==> src/rtl/rgb_pwm_pkg.sv <==
// Shared types and constants for the RGB PWM controller: FSM states,
// register map and CTRL bit layout.
package rgb_pwm_pkg;

    localparam int unsigned ADDR_W   = 3;
    localparam int unsigned DATA_W   = 8;
    localparam int unsigned DUTY_W   = 8;
    localparam int unsigned NUM_CHAN = 3;

    typedef enum logic [1:0] {
        ST_DISABLED = 2'd0,
        ST_SETTLE   = 2'd1,
        ST_ON       = 2'd2,
        ST_OFF      = 2'd3
    } state_t;

    localparam logic [ADDR_W-1:0] ADDR_CTRL     = 3'd0;
    localparam logic [ADDR_W-1:0] ADDR_PSC_LO   = 3'd1;
    localparam logic [ADDR_W-1:0] ADDR_PSC_HI   = 3'd2;
    localparam logic [ADDR_W-1:0] ADDR_DUTY0    = 3'd3;
    localparam logic [ADDR_W-1:0] ADDR_DUTY1    = 3'd4;
    localparam logic [ADDR_W-1:0] ADDR_DUTY2    = 3'd5;
    localparam logic [ADDR_W-1:0] ADDR_ON_TIME  = 3'd6;
    localparam logic [ADDR_W-1:0] ADDR_OFF_TIME = 3'd7;

    localparam int unsigned CTRL_EN_BIT    = 0;
    localparam int unsigned CTRL_BLINK_BIT = 1;

    // CTRL register contents; en sits in bit 0
    typedef struct packed {
        logic blink_en;
        logic en;
    } ctrl_t;

endpackage

==> src/rtl/rgb_pwm_chan.sv <==
// One PWM channel: active duty register, reloaded from its shadow on the
// load strobe, and the registered compare against the shared period counter.
module rgb_pwm_chan
    import rgb_pwm_pkg::*;
(
    input  logic              clk,
    input  logic              rst,
    input  logic              load,
    input  logic              run_nxt,
    input  logic [DUTY_W-1:0] duty_shadow,
    input  logic [DUTY_W-1:0] cnt_nxt,
    output logic              pwm
);

    logic [DUTY_W-1:0] duty_act;
    logic [DUTY_W-1:0] duty_nxt;

    always_comb begin
        duty_nxt = duty_act;
        if (load) begin
            duty_nxt = duty_shadow;
        end
    end

    // Compare uses next-cycle values so pwm lines up with the FSM state
    always_ff @(posedge clk or posedge rst) begin
        if (rst) begin
            duty_act <= '0;
            pwm      <= 1'b0;
        end else begin
            duty_act <= duty_nxt;
            pwm      <= run_nxt && (cnt_nxt < duty_nxt);
        end
    end

endmodule

==> src/rtl/rgb_pwm_ctrl.sv <==
// RGB LED driver controller: register port, prescaled 8-bit PWM on three
// channels, bias-settle delay and on/off blink sequencing.
module rgb_pwm_ctrl
    import rgb_pwm_pkg::*;
#(
    parameter int unsigned PSC_W      = 10,
    parameter int unsigned SETTLE_CYC = 64,
    parameter int unsigned BLINK_W    = 8
) (
    input  logic                clk,
    input  logic                rst,
    input  logic                reg_wr,
    input  logic                reg_rd,
    input  logic [ADDR_W-1:0]   reg_addr,
    input  logic [DATA_W-1:0]   reg_wdata,
    output logic [DATA_W-1:0]   reg_rdata,
    output logic                reg_rvalid,
    output logic [NUM_CHAN-1:0] rgb_pwm,
    output logic                rgbled_en,
    output logic                cbit_rgb_en,
    output logic                frame_sync
);

    localparam int unsigned PSC_HI_W = PSC_W - 8;
    localparam int unsigned SET_W    = $clog2(SETTLE_CYC + 1);

    ctrl_t               ctrl;
    ctrl_t               ctrl_nxt;
    logic [7:0]          psc_lo;
    logic [PSC_HI_W-1:0] psc_hi;
    logic [PSC_W-1:0]    psc_val;
    logic [DUTY_W-1:0]   duty_sh [NUM_CHAN];
    logic [BLINK_W-1:0]  on_time;
    logic [BLINK_W-1:0]  off_time;
    logic [DATA_W-1:0]   rd_mux;

    state_t              state;
    state_t              state_nxt;
    logic [SET_W-1:0]    settle_cnt;
    logic [SET_W-1:0]    settle_nxt;
    logic [PSC_W-1:0]    psc_cnt;
    logic [PSC_W-1:0]    psc_nxt;
    logic [DUTY_W-1:0]   pwm_cnt;
    logic [DUTY_W-1:0]   pwm_nxt;
    logic [BLINK_W-1:0]  wrap_cnt;
    logic [BLINK_W-1:0]  wrap_cnt_nxt;
    logic                tick;
    logic                wrap;
    logic                load;
    logic                run_nxt;
    logic                bias_nxt;
    logic                fsync_nxt;

    assign psc_val = {psc_hi, psc_lo};
    assign tick    = (psc_cnt == psc_val);
    assign wrap    = tick && (pwm_cnt == {DUTY_W{1'b1}});

    // A CTRL write is acted on by the FSM on the same edge it lands
    always_comb begin
        ctrl_nxt = ctrl;
        if (reg_wr && (reg_addr == ADDR_CTRL)) begin
            ctrl_nxt.en       = reg_wdata[CTRL_EN_BIT];
            ctrl_nxt.blink_en = reg_wdata[CTRL_BLINK_BIT];
        end
    end

    always_ff @(posedge clk or posedge rst) begin
        if (rst) begin
            ctrl     <= '0;
            psc_lo   <= '0;
            psc_hi   <= '0;
            on_time  <= '0;
            off_time <= '0;
            for (int i = 0; i < int'(NUM_CHAN); i++) begin
                duty_sh[i] <= '0;
            end
        end else begin
            ctrl <= ctrl_nxt;
            if (reg_wr) begin
                case (reg_addr)
                    ADDR_PSC_LO:   psc_lo     <= reg_wdata;
                    ADDR_PSC_HI:   psc_hi     <= reg_wdata[PSC_HI_W-1:0];
                    ADDR_DUTY0:    duty_sh[0] <= reg_wdata;
                    ADDR_DUTY1:    duty_sh[1] <= reg_wdata;
                    ADDR_DUTY2:    duty_sh[2] <= reg_wdata;
                    ADDR_ON_TIME:  on_time    <= BLINK_W'(reg_wdata);
                    ADDR_OFF_TIME: off_time   <= BLINK_W'(reg_wdata);
                    default: ;
                endcase
            end
        end
    end

    always_comb begin
        rd_mux = '0;
        case (reg_addr)
            ADDR_CTRL:     rd_mux = DATA_W'(ctrl);
            ADDR_PSC_LO:   rd_mux = psc_lo;
            ADDR_PSC_HI:   rd_mux = DATA_W'(psc_hi);
            ADDR_DUTY0:    rd_mux = duty_sh[0];
            ADDR_DUTY1:    rd_mux = duty_sh[1];
            ADDR_DUTY2:    rd_mux = duty_sh[2];
            ADDR_ON_TIME:  rd_mux = DATA_W'(on_time);
            ADDR_OFF_TIME: rd_mux = DATA_W'(off_time);
            default:       rd_mux = '0;
        endcase
    end

    // Read data is sampled before any same-cycle write lands
    always_ff @(posedge clk or posedge rst) begin
        if (rst) begin
            reg_rdata  <= '0;
            reg_rvalid <= 1'b0;
        end else begin
            reg_rvalid <= reg_rd;
            if (reg_rd) begin
                reg_rdata <= rd_mux;
            end
        end
    end

    always_comb begin
        state_nxt    = state;
        settle_nxt   = settle_cnt;
        psc_nxt      = psc_cnt;
        pwm_nxt      = pwm_cnt;
        wrap_cnt_nxt = wrap_cnt;
        load         = 1'b0;
        fsync_nxt    = 1'b0;
        run_nxt      = 1'b0;
        bias_nxt     = 1'b0;

        case (state)
            ST_DISABLED: begin
                settle_nxt   = '0;
                psc_nxt      = '0;
                pwm_nxt      = '0;
                wrap_cnt_nxt = '0;
                state_nxt    = ST_SETTLE;
            end
            ST_SETTLE: begin
                psc_nxt      = '0;
                pwm_nxt      = '0;
                wrap_cnt_nxt = '0;
                if (settle_cnt == SET_W'(SETTLE_CYC - 1)) begin
                    settle_nxt = '0;
                    load       = 1'b1;
                    state_nxt  = ST_ON;
                end else begin
                    settle_nxt = settle_cnt + SET_W'(1);
                end
            end
            ST_ON, ST_OFF: begin
                if (tick) begin
                    psc_nxt = '0;
                    pwm_nxt = pwm_cnt + DUTY_W'(1);
                end else begin
                    psc_nxt = psc_cnt + PSC_W'(1);
                end
                // Blink phase accounting happens only at period boundaries
                if (wrap) begin
                    load      = 1'b1;
                    fsync_nxt = 1'b1;
                    if (state == ST_ON) begin
                        if (ctrl_nxt.blink_en && (off_time != '0) && (wrap_cnt == on_time)) begin
                            state_nxt    = ST_OFF;
                            wrap_cnt_nxt = '0;
                        end else begin
                            wrap_cnt_nxt = wrap_cnt + BLINK_W'(1);
                        end
                    end else begin
                        if (!ctrl_nxt.blink_en || (off_time == '0) ||
                            ((wrap_cnt + BLINK_W'(1)) == off_time)) begin
                            state_nxt    = ST_ON;
                            wrap_cnt_nxt = '0;
                        end else begin
                            wrap_cnt_nxt = wrap_cnt + BLINK_W'(1);
                        end
                    end
                end
            end
            default: state_nxt = ST_DISABLED;
        endcase

        if (!ctrl_nxt.en) begin
            state_nxt    = ST_DISABLED;
            settle_nxt   = '0;
            psc_nxt      = '0;
            pwm_nxt      = '0;
            wrap_cnt_nxt = '0;
            load         = 1'b0;
            fsync_nxt    = 1'b0;
        end

        run_nxt  = (state_nxt == ST_ON);
        bias_nxt = (state_nxt != ST_DISABLED);
    end

    always_ff @(posedge clk or posedge rst) begin
        if (rst) begin
            state       <= ST_DISABLED;
            settle_cnt  <= '0;
            psc_cnt     <= '0;
            pwm_cnt     <= '0;
            wrap_cnt    <= '0;
            rgbled_en   <= 1'b0;
            cbit_rgb_en <= 1'b0;
            frame_sync  <= 1'b0;
        end else begin
            state       <= state_nxt;
            settle_cnt  <= settle_nxt;
            psc_cnt     <= psc_nxt;
            pwm_cnt     <= pwm_nxt;
            wrap_cnt    <= wrap_cnt_nxt;
            rgbled_en   <= bias_nxt;
            cbit_rgb_en <= bias_nxt;
            frame_sync  <= fsync_nxt;
        end
    end

    for (genvar i = 0; i < int'(NUM_CHAN); i++) begin : g_chan
        rgb_pwm_chan u_chan (
            .clk         (clk),
            .rst         (rst),
            .load        (load),
            .run_nxt     (run_nxt),
            .duty_shadow (duty_sh[i]),
            .cnt_nxt     (pwm_nxt),
            .pwm         (rgb_pwm[i])
        );
    end

endmodule

==> config.mk <==
export PLATFORM = sky130hd
export DESIGN_NAME = rgb_pwm_ctrl
export DESIGN_NICKNAME = d
export VERILOG_FILES = /design/src/rtl/rgb_pwm_pkg.sv /design/src/rtl/rgb_pwm_chan.sv /design/src/rtl/rgb_pwm_ctrl.sv
export SDC_FILE = /design/constraint.sdc
export NUM_CORES = 1
export LEC_CHECK = 0
export CORE_MARGIN = 2
export CORE_UTILIZATION = 35
export CTS_CLUSTER_SIZE = 20
export DETAILED_ROUTE_END_ITERATION = 10
export PLACE_DENSITY = 0.49
export SYNTH_ARGS = -nofsm -noshare
export SYNTH_HDL_FRONTEND = slang
export SYNTH_SLANG_ARGS = --single-unit
==> constraint.sdc <==
create_clock -name clk -period 8.7 [get_ports clk]
set_input_delay 0.87 -clock clk [delete_from_list [all_inputs] [get_ports clk]]
set_output_delay 0.87 -clock clk [all_outputs]
set_load 0.02 [all_outputs]
==> results of run 1 <==
==> area by class of cell <==
cell class	instances	area [um^2]
inverter	13	51.3
tap	265	332
clock buffer	25	505
multi-input combinational	441	3520
sequential	125	3130
clock inverter	5	57.6
fill	1897	11500
timing repair buffer	35	335
==> flip-flops by register name (all words and copies together), names as in the netlist <==
name,flops
on_time,8
state,2
g_chan.u_chan.pwm,3
wrap_cnt,8
frame_sync,1
psc_cnt,10
g_chan.u_chan.duty_act,24
cbit_rgb_en,1
off_time,8
ctrl,2
reg_rvalid,1
duty_sh,24
settle_cnt,7
pwm_cnt,8
reg_rdata,8
psc_lo,8
psc_hi,2
==> cell usage after synthesis (3+ instances only) <==
cell type,count,area [um^2]
a211oi_1,3,22.5
a21o_1,6,45.0
a21oi_1,22,110
a22o_1,3,26.3
a22oi_1,4,30.0
a311oi_1,3,26.3
a31oi_1,4,25.0
and2_1,3,18.8
and3_1,6,37.5
buf_2,9,45.0
buf_4,9,67.6
clkbuf_1,11,41.3
dfrtp_1,125,3130
ha_1,25,313
inv_1,13,48.8
mux2_1,10,113
mux2_2,70,788
mux2i_1,32,320
mux4_2,4,90.1
nand2_1,30,113
nand2b_1,4,25.0
nand3_1,26,130
nand4_1,15,93.8
nor2_1,41,154
nor2b_1,5,31.3
nor3_1,6,30.0
nor3b_1,3,22.5
o2111ai_1,9,78.8
o211ai_1,4,30.0
o21a_1,3,22.5
o21ai_0,18,90.1
o21ai_1,3,15.0
or2_2,3,18.8
or3_1,3,18.8
or4_1,3,22.5
xnor2_1,27,236
xor2_1,17,149
==> power breakdown <==
part	total (mW)	internal [mW]	switching [mW]
sequential	0.731	0.646	0.0850
combinational	0.234	0.117	0.117
clock	0.675	0.427	0.249
total	1.64	1.19	0.450
==> layer usage <==
layer / global-route usage, % / up-vias / wire (um)
met5: 0 / - / 0
met4: 7.10 / 0 / 422
met3: 3.97 / 29 / 838
met2: 28.4 / 104 / 8230
met1: 24.2 / 2362 / 8090
li1: - / 2297 / -
==> logic make-up (layout without fill, tap and decap cells) <==
group,after synthesis,in the layout
mux,116,116
fa+ha+maj,25,25
compound gates,96,96
simple gates,160,160
flops,125,125
buf+inv,46,78
xor+xnor,44,44
==> worst register-to-register path, stage by stage, from the launching register on <==
cell and delay (ns):
dfrtp_1 0.42, xnor2_1 0.23, nand4_1 0.39, nor4_4 0.73, nand2_1 0.24, o21ai_4 0.16, buf_4 0.52, mux2i_1 0.31
ha_1 0.27, a21o_1 0.17, a21o_1 0.17, a21oi_1 0.18, o2111ai_1 0.14, a21oi_1 0.18
==> worst max-delay path by stage <==
stage / slack (ns) / from / to
after floorplan: 4.50 / rst / cbit_rgb_en
after global placement: 3.90 / reg_addr[1] / g_chan[2].u_chan.pwm
after detailed placement: 3.77 / reg_addr[1] / g_chan[0].u_chan.pwm
after CTS: 4.19 / reg_addr[1] / g_chan[0].u_chan.pwm
after global routing: 3.85 / reg_addr[1] / g_chan[0].u_chan.pwm
final: 4.16 / reg_addr[1] / g_chan[0].u_chan.pwm
==> per-stage QoR <==
| step | cell area (um^2) | std cells | utilization [%] |
|---|---|---|---|
| 2_1_floorplan | 6890 | 612 | - |
| 3_3_place_gp | 7370 | 879 | 38.0 |
| 3_5_place_dp | 7370 | 879 | 38.0 |
| 4_1_cts | 7930 | 909 | 40.9 |
| 5_1_grt | 7930 | 909 | 40.9 |
| 6_report | 7930 | 909 | 40.9 |
==> flow_metrics.env, run 1 <==
export IMPL_grt_pass1_wl_um=27700
export IMPL_antenna_found_initial=0
export IMPL_p_per_area_nw_per_um2=207
export IMPL_drv_cap=0
export IMPL_worstPathRequired_ns=9.03
export IMPL_min_from="g_chan[0].u_chan.duty_act[2]"
export IMPL_postRouteAntennaNets=0
export IMPL_timing_critical_path_slowest_cell_delay_ns=0.52
export IMPL_synth_nets=652
export IMPL_finClkSkew_ns=0.00942
export IMPL_grt_max_degree=82
export IMPL_irDropWorstVdd_uv=147
export IMPL_slew_headroom_pct=19.7
export IMPL_cp_top_family="buffers and inverters"
export IMPL_synth_top_family_by_area="multiplexers"
export IMPL_cts_buffers=17
export IMPL_ios=30
export IMPL_diodes=0
export IMPL_synth_cell_types=57
export IMPL_worstRegToRegCells=13
export IMPL_post_cts_resized=0
export IMPL_min_period_ns=4.54
export IMPL_cp_data_arrival_time_ns=4.87
export IMPL_finalWorstSetupSlack_ns=4.16
export IMPL_start_util_pct=35.5
export IMPL_grt_pass1_vias=4848
export IMPL_die_y_um=144
export IMPL_crit_cells=15
export IMPL_yosys_warnings=0
export IMPL_rr_endpoint="g_chan[0].u_chan.pwm"
export IMPL_cp_end_kind="flop"
export IMPL_slew_violations=0
export IMPL_synth_edff_count=0
export IMPL_clk_pin_slew_worst_paths_ns=0.05
export IMPL_via_per_inst=5.27
export IMPL_synth_xor_area_share_pct=5.60
export IMPL_mostFrequentLayoutCell="dfrtp_1"
export IMPL_cts_path_max_buffers=2
export IMPL_htree_levels=4
export IMPL_drc=0
export IMPL_cts_root_buf="clkbuf_16"
export IMPL_setup_tns_ns=0
export IMPL_p_leak_nw=3.31
export IMPL_min_to="g_chan[0].u_chan.duty_act[2]"
export IMPL_postCtsSetupBuffers=0
export IMPL_wire_per_inst_um=19.3
export IMPL_timing_critical_path_buf_inv=3
export IMPL_finalWirelength_um=17600
export IMPL_final_cell_mix="125 x dfrtp_1, 70 x mux2_2, 41 x nor2_1"
export IMPL_path_cells="clkdlybuf4s50_1 -> buf_4 -> nor4b_4 -> mux2i_1 -> nor3_1 -> nand2_1 -> o21ai_4 -> buf_4 -> mux2i_1 -> ha_1 -> a21o_1 -> a21o_1 -> a21oi_1 -> o2111ai_1 -> a21oi_1"
export IMPL_synth_compound_area_share_pct=9.54
export IMPL_status="finished, final reports clean"
export IMPL_grt_ovfl_total=0
export IMPL_die_w_um=144
export IMPL_critical_path_class="in2reg"
export IMPL_final_layout_size_suffix_gt1_share_pct=18.0
export IMPL_netlist_area_um2=6890
export IMPL_grt_use_total_pct=18.0
export IMPL_synth_cells=612
export IMPL_syn_area_per_cell_um2=11.3
export IMPL_tritoncts="yes"
export IMPL_synthSimpleGateAreaFrac_pct=12.5
export IMPL_cts_sinks=125
export IMPL_reg2reg_from="psc_cnt[6]"
export IMPL_hpwl_um=13100
export IMPL_first_pass_iters=4
export IMPL_cts_hold_buf=0
export IMPL_dieArea_um2=20800
export IMPL_worst_pin_slew_ns=1.19
export IMPL_dp_slack_ns=3.77
export IMPL_cp_start_kind="input port"
export IMPL_core_um2=19400
export IMPL_whs_path_depth=1
export IMPL_ys_flop_type="dfrtp_1"
export IMPL_finalSetupViolCount=0
export IMPL_synthAdderAreaFrac_pct=4.54
export IMPL_num_vias=4792
export IMPL_final_hold_viol_count=0
export IMPL_gp_congestion=0.863
export IMPL_drtIter0Drc=280
export IMPL_fin_hold_ws_ns=0.481
export IMPL_rsz0062_at_grt="false"
export IMPL_totalPowerFinal_mw=1.64
export IMPL_rows=51
export IMPL_hold_path_class="reg2reg"
export IMPL_r2r_slack_ns=4.51
export IMPL_area_delta_synth_final_pct=15.2
export IMPL_synthMuxAreaShare_pct=19.0
export IMPL_max_freq_ghz=0.220
export IMPL_cp_max_fo=42
export IMPL_fin_nets=673
export IMPL_cpMaxStageDelayCell="buf_4"
export IMPL_synthArstFlopShare_pct=100
export IMPL_clk_latency_ns=0.42
export IMPL_period_share_pct=52.2
export IMPL_numPortBuffers=29
export IMPL_ys_seq_area_share_pct=45.4
export IMPL_ys_ff_latch=125
(Power assumes the default switching activity.)
==> run 2: changes to the inputs <==
==> constraint.sdc (replaced) <==
create_clock -name clk -period 4.65 [get_ports clk]
set_input_delay 0.465 -clock clk [delete_from_list [all_inputs] [get_ports clk]]
set_output_delay 0.465 -clock clk [all_outputs]
set_load 0.02 [all_outputs]
==> run 2 against run 1 <==
- first-iteration DRC count rose by 6.1%
- non-clock buffer count rose by 5
- setup slack got worse by 3.4 ns
- largest power group is now the clock network
==> flow_metrics.env, run 2 (synthesis gave the netlist of run 1 again) <==
export IMPL_final_cell_mix="125 x dfrtp_1, 70 x mux2_2, 41 x nor2_1"
export IMPL_drc=0
export IMPL_mostFrequentLayoutCell="dfrtp_1"
export IMPL_cts_hold_buf=0
export IMPL_finClkSkew_ns=0.00910
export IMPL_tritoncts="yes"
export IMPL_ios=30
export IMPL_finalSetupViolCount=0
export IMPL_clkPwrFrac_pct=44.7
export IMPL_clk_latency_ns=0.43
export IMPL_area_delta_synth_final_pct=17.1
export IMPL_critical_path_class="reg2reg"
export IMPL_worst_pin_slew_ns=1.05
export IMPL_final_layout_size_suffix_gt1_share_pct=19.4
export IMPL_cts_path_max_buffers=2
export IMPL_status="finished, final reports clean"
export IMPL_setup_tns_ns=0
export IMPL_slew_headroom_pct=29.7
export IMPL_wire_per_inst_um=20.2
export IMPL_antenna_found_initial=0
export IMPL_dieArea_um2=20800
export IMPL_htree_levels=4
export IMPL_post_cts_resized=0
export IMPL_clk_pin_slew_worst_paths_ns=0.06
export IMPL_final_hold_viol_count=0
export IMPL_hold_path_class="reg2reg"
export IMPL_drtIter0Drc=297
export IMPL_first_pass_iters=5
export IMPL_cp_end_kind="flop"
export IMPL_min_period_ns=3.87
export IMPL_finalWirelength_um=18500
export IMPL_period_share_pct=83.2
export IMPL_p_per_area_nw_per_um2=406
export IMPL_irDropWorstVdd_uv=262
export IMPL_fin_nets=678
export IMPL_power_switching_uw=901
export IMPL_finalWorstSetupSlack_ns=0.783
export IMPL_slew_violations=0
export IMPL_rsz0062_at_grt="false"
export IMPL_p_seq_share_pct=41.6
export IMPL_p_sw_share_pct=27.5
export IMPL_cp_start_kind="flop"
export IMPL_core_um2=19400
export IMPL_cp_max_fo=24
export IMPL_reg_top3="duty_sh (24), g_chan.u_chan.duty_act (24), psc_cnt (10)"
export IMPL_worstPathRequired_ns=5.00
export IMPL_numPortBuffers=29
export IMPL_num_vias=4950
export IMPL_max_freq_ghz=0.259
export IMPL_intPower_mw=2.37
export IMPL_diodes=0
export IMPL_via_per_inst=5.40
export IMPL_drv_cap=0
export IMPL_dp_slack_ns=0.553
export IMPL_p_leak_nw=3.37
export IMPL_fin_area_um2=8060
export IMPL_grt_use_total_pct=19.1
export IMPL_cts_root_buf="clkbuf_16"
export IMPL_postCtsSetupBuffers=0
export IMPL_cts_buffers=17
export IMPL_p_comb_share_pct=13.7
export IMPL_grt_pass1_vias=5022
export IMPL_grt_ovfl_total=0
export IMPL_grt_pass1_wl_um=29400
export IMPL_hpwl_um=13500
export IMPL_dpl_cell_area_um2=7410
export IMPL_gp_congestion=0.810
export IMPL_cts_sinks=125
export IMPL_cp_data_arrival_time_ns=4.22
export IMPL_grt_max_degree=84
export IMPL_rows=51
export IMPL_die_y_um=144
export IMPL_fin_hold_ws_ns=0.484
export IMPL_postRouteAntennaNets=0
export IMPL_die_w_um=144
export IMPL_start_util_pct=35.5
run 2: cell types whose count changed in the layout (fill, tap and decap cells not counted):
cell | previous run | this run
inv_6 | 0 | 1
buf_4 | 6 | 11
clkinv_4 | 0 | 3
clkinvlp_4 | 3 | 4
clkinv_2 | 1 | 0
clkbuf_1 | 3 | 0
bufinv_16 | 1 | 4
clkbuf_8 | 5 | 3
run 2: power by group through the flow:
stage                     registers, mW  clock network, mW  logic (mW)
after floorplan                    1.32                  0       0.304
after global placement             1.38                  0       0.440
after detailed placement           1.38                  0       0.448
after CTS                          1.36               1.49       0.451
after global routing               1.38               1.54       0.489
final                              1.36               1.47       0.448
run 2: area by class of cell:
| class | count | area [um^2] |
|---|---|---|
| repair buffers | 40 | 373 |
| fillers | 1910 | 11300 |
| multi-input cells | 441 | 3520 |
| clock inverters | 12 | 185 |
| clock buffers | 20 | 467 |
| well taps | 265 | 332 |
| flip-flops and latches | 125 | 3130 |
| inverters | 13 | 51.3 |
run 2: critical path, stage by stage, from the launching register on:
cell      delay (ns)
dfrtp_1         0.44
xnor2_1         0.23
nand4_1         0.32
nor4_4          0.37
nand2_1         0.20
o21ai_4         0.69
buf_4           0.42
mux2i_1         0.25
ha_1            0.26
o21ai_0         0.15
nand2b_1        0.07
a21oi_1         0.14
o21ai_0         0.11
a21oi_1         0.14
run 2: worst paths after layout:
path | start | to | slack, ns | depth (start not counted)
max reg2reg | psc_lo[3] | g_chan[1].u_chan.pwm | 0.78 | 13
max in group asynchronous | rst | frame_sync | 3.13 | 3
min | g_chan[2].u_chan.duty_act[6] | g_chan[2].u_chan.duty_act[6] | 0.48 | 1
min reg2reg | g_chan[2].u_chan.duty_act[6] | g_chan[2].u_chan.duty_act[6] | 0.48 | 1
min in group asynchronous | rst | g_chan[2].u_chan.pwm | 0.64 | 2
max | psc_lo[3] | g_chan[1].u_chan.pwm | 0.78 | 13
run 2: routing by layer:
metal / track usage [%] / up-vias / wire length [um]
met2: 30.2 / 119 / 8790
met3: 3.71 / 27 / 788
met5: 0 / - / 0
li1: - / 2301 / -
met4: 6.80 / 0 / 395
met1: 26.2 / 2503 / 8490
run 2: per-stage QoR:
step	util, %	power, mW	cells
after floorplan	-	1.63	612
after global placement	38.2	1.82	884
after detailed placement	38.2	1.83	884
after CTS	41.6	3.31	916
after global routing	41.6	3.41	916
final	41.6	3.28	916
==> run 3: changes to the inputs <==
==> constraint.sdc (replaced) <==
create_clock -name clk -period 3.9 [get_ports clk]
set_input_delay 0.39 -clock clk [delete_from_list [all_inputs] [get_ports clk]]
set_output_delay 0.39 -clock clk [all_outputs]
set_load 0.02 [all_outputs]
==> run 3 against run 2 <==
- non-clock buffer count is 9 higher
- register-to-register slack worse by 0.47 ns
- routed wire length is 1.4% lower
- total power is 18% higher
- combinational power is 20% higher
- clock power is 14% higher
- highest routed layer unchanged
==> flow_metrics.env, run 3 (synthesis gave the netlist of run 1 again) <==
export IMPL_status="finished, final reports clean"
export IMPL_cp_start_kind="flop"
export IMPL_cts_root_buf="clkbuf_16"
export IMPL_slew_headroom_pct=45.5
export IMPL_die_y_um=144
export IMPL_p_sw_share_pct=27.9
export IMPL_setup_tns_ns=0
export IMPL_drtIter0Drc=316
export IMPL_p_per_area_nw_per_um2=474
export IMPL_dieArea_um2=20800
export IMPL_grt_pass1_vias=4947
export IMPL_irDropWorstVdd_uv=332
export IMPL_reg_top3="duty_sh (24), g_chan.u_chan.duty_act (24), psc_cnt (10)"
export IMPL_reg2reg_from="psc_lo[0]"
export IMPL_post_cts_resized=0
export IMPL_power_switching_mw=1.08
export IMPL_cts_buffers=17
export IMPL_gp_congestion=0.791
export IMPL_grt_use_total_pct=18.7
export IMPL_core_um2=19400
export IMPL_tritoncts="yes"
export IMPL_p_comb_share_pct=13.9
export IMPL_drv_cap=0
export IMPL_wire_per_inst_um=19.7
export IMPL_first_pass_iters=6
export IMPL_hpwl_um=13300
export IMPL_p_leak_nw=3.42
export IMPL_intPower_mw=2.78
export IMPL_worst_pin_slew_ns=0.806
export IMPL_period_share_pct=91.9
export IMPL_diodes=0
export IMPL_cp_end_kind="flop"
export IMPL_ios=30
export IMPL_htree_levels=4
export IMPL_mostFrequentLayoutCell="dfrtp_1"
export IMPL_clk_latency_ns=0.42
export IMPL_postRouteAntennaNets=0
export IMPL_die_w_um=144
export IMPL_via_per_inst=5.32
export IMPL_final_cell_mix="125 x dfrtp_1, 70 x mux2_2, 41 x nor2_1"
export IMPL_wl_met2_um=8660
export IMPL_top_layer_used="met4"
export IMPL_hold_path_class="in2async"
export IMPL_p_seq_share_pct=42.3
export IMPL_antenna_found_initial=0
export IMPL_cp_data_arrival_time_ns=3.92
export IMPL_met1_length_um=8430
export IMPL_rr_endpoint="g_chan[0].u_chan.pwm"
export IMPL_cts_sinks=125
export IMPL_drc=0
export IMPL_finalSetupViolCount=0
export IMPL_area_delta_synth_final_pct=18.0
export IMPL_numPortBuffers=29
export IMPL_grt_ovfl_total=0
export IMPL_finalWorstSetupSlack_ns=0.314
export IMPL_grt_max_degree=80
export IMPL_cp_max_fo=9
export IMPL_finalWirelength_um=18200
export IMPL_cts_hold_buf=0
export IMPL_start_util_pct=35.5
export IMPL_clkPwrFrac_pct=43.7
export IMPL_r2r_slack_ns=0.31
export IMPL_final_hold_viol_count=0
export IMPL_final_layout_size_suffix_gt1_share_pct=20.5
export IMPL_worstRegToRegCells=13
export IMPL_min_period_ns=3.59
export IMPL_worstPathRequired_ns=4.24
export IMPL_rows=51
export IMPL_fin_nets=687
export IMPL_max_freq_ghz=0.279
export IMPL_wl_met3_um=792
export IMPL_slew_violations=0
export IMPL_critical_path_class="reg2reg"
export IMPL_rsz0062_at_grt="false"
export IMPL_num_vias=4924
export IMPL_grt_pass1_wl_um=28900
export IMPL_clk_pin_slew_worst_paths_ns=0.06
export IMPL_cts_path_max_buffers=2
export IMPL_fillers=1849
export IMPL_dp_slack_ns=0.175
export IMPL_finClkSkew_ns=0.00790
==> run 3: cell types whose count changed in the layout (fill, tap and decap cells not counted), sizes merged <==
cell,before,now
clkinv,3,6
buf,11,20
clkbuf,20,17
==> run 3: metal layers <==
layer  GRT usage [%]  vias up
met5               0        -
met4            5.83        0
met3            4.34       23
met2            30.3      124
met1            25.1     2454
li1                -     2323
==> run 3: area by class of cell <==
class / instances / area (um^2) / share of cell area, %
Sequential cell: 125 / 3130 / 38.5
Clock buffer: 17 / 425 / 5.24
Tap cell: 265 / 332 / 4.08
Inverter: 13 / 51.3 / 0.632
Timing Repair Buffer: 49 / 465 / 5.73
Multi-Input combinational cell: 441 / 3520 / 43.4
Clock inverter: 15 / 196 / 2.42
==> run 3: power groups by stage <==
stage	Combinational [mW]	Clock, mW	Sequential [mW]
3_5_place_dp	0.537	0	1.65
3_3_place_gp	0.528	0	1.65
6_report	0.537	1.68	1.63
5_1_grt	0.586	1.77	1.65
2_1_floorplan	0.363	0	1.58
4_1_cts	0.540	1.71	1.63
==> run 3: repair_timing <==
| item | 4_1_cts | 5_1_grt |
|---|---|---|
| setup buffers | 0 | 5 |
| endpoints found under the hold margin | 0 | 0 |
| endpoints found under the setup margin | 0 | 1 |
==> run 3: worst max path at each step <==
stage                     cells after the start   startpoint                    to  slack (ns)
after floorplan                               1          rst           cbit_rgb_en        0.18
after global placement                       14  reg_addr[0]  g_chan[0].u_chan.pwm        0.30
after detailed placement                     14  reg_addr[0]  g_chan[0].u_chan.pwm        0.18
after CTS                                    13    psc_lo[3]  g_chan[0].u_chan.pwm        0.24
after global routing                         13    psc_lo[0]  g_chan[0].u_chan.pwm       0.006
final                                        13    psc_lo[0]  g_chan[0].u_chan.pwm        0.31
==> run 3: critical path, stage by stage (launching register included) <==
cell and delay [ns]:
dfrtp_1 0.44, xnor2_1 0.20, nand4_1 0.33, nor4_4 0.39, buf_4 0.23, nand4_1 0.13
xor2_1 0.16, nor2_1 0.33, ha_1 0.32, a21o_1 0.16, a21o_1 0.17, a21oi_1 0.27
o2111ai_1 0.16, a21oi_1 0.19
==> run 3: through the flow <==
stage                     cells  util, %  total power [mW]  cell area (um^2)  hold WS [ns]
after floorplan             612        -              1.94              6890         0.421
after CTS                   920     41.6              3.88              8070         0.446
after global routing        925     41.9              4.00              8120         0.483
after global placement      888     38.4              2.18              7450         0.467
final                       925     41.9              3.85              8120         0.423
after detailed placement    888     38.4              2.19              7450         0.474
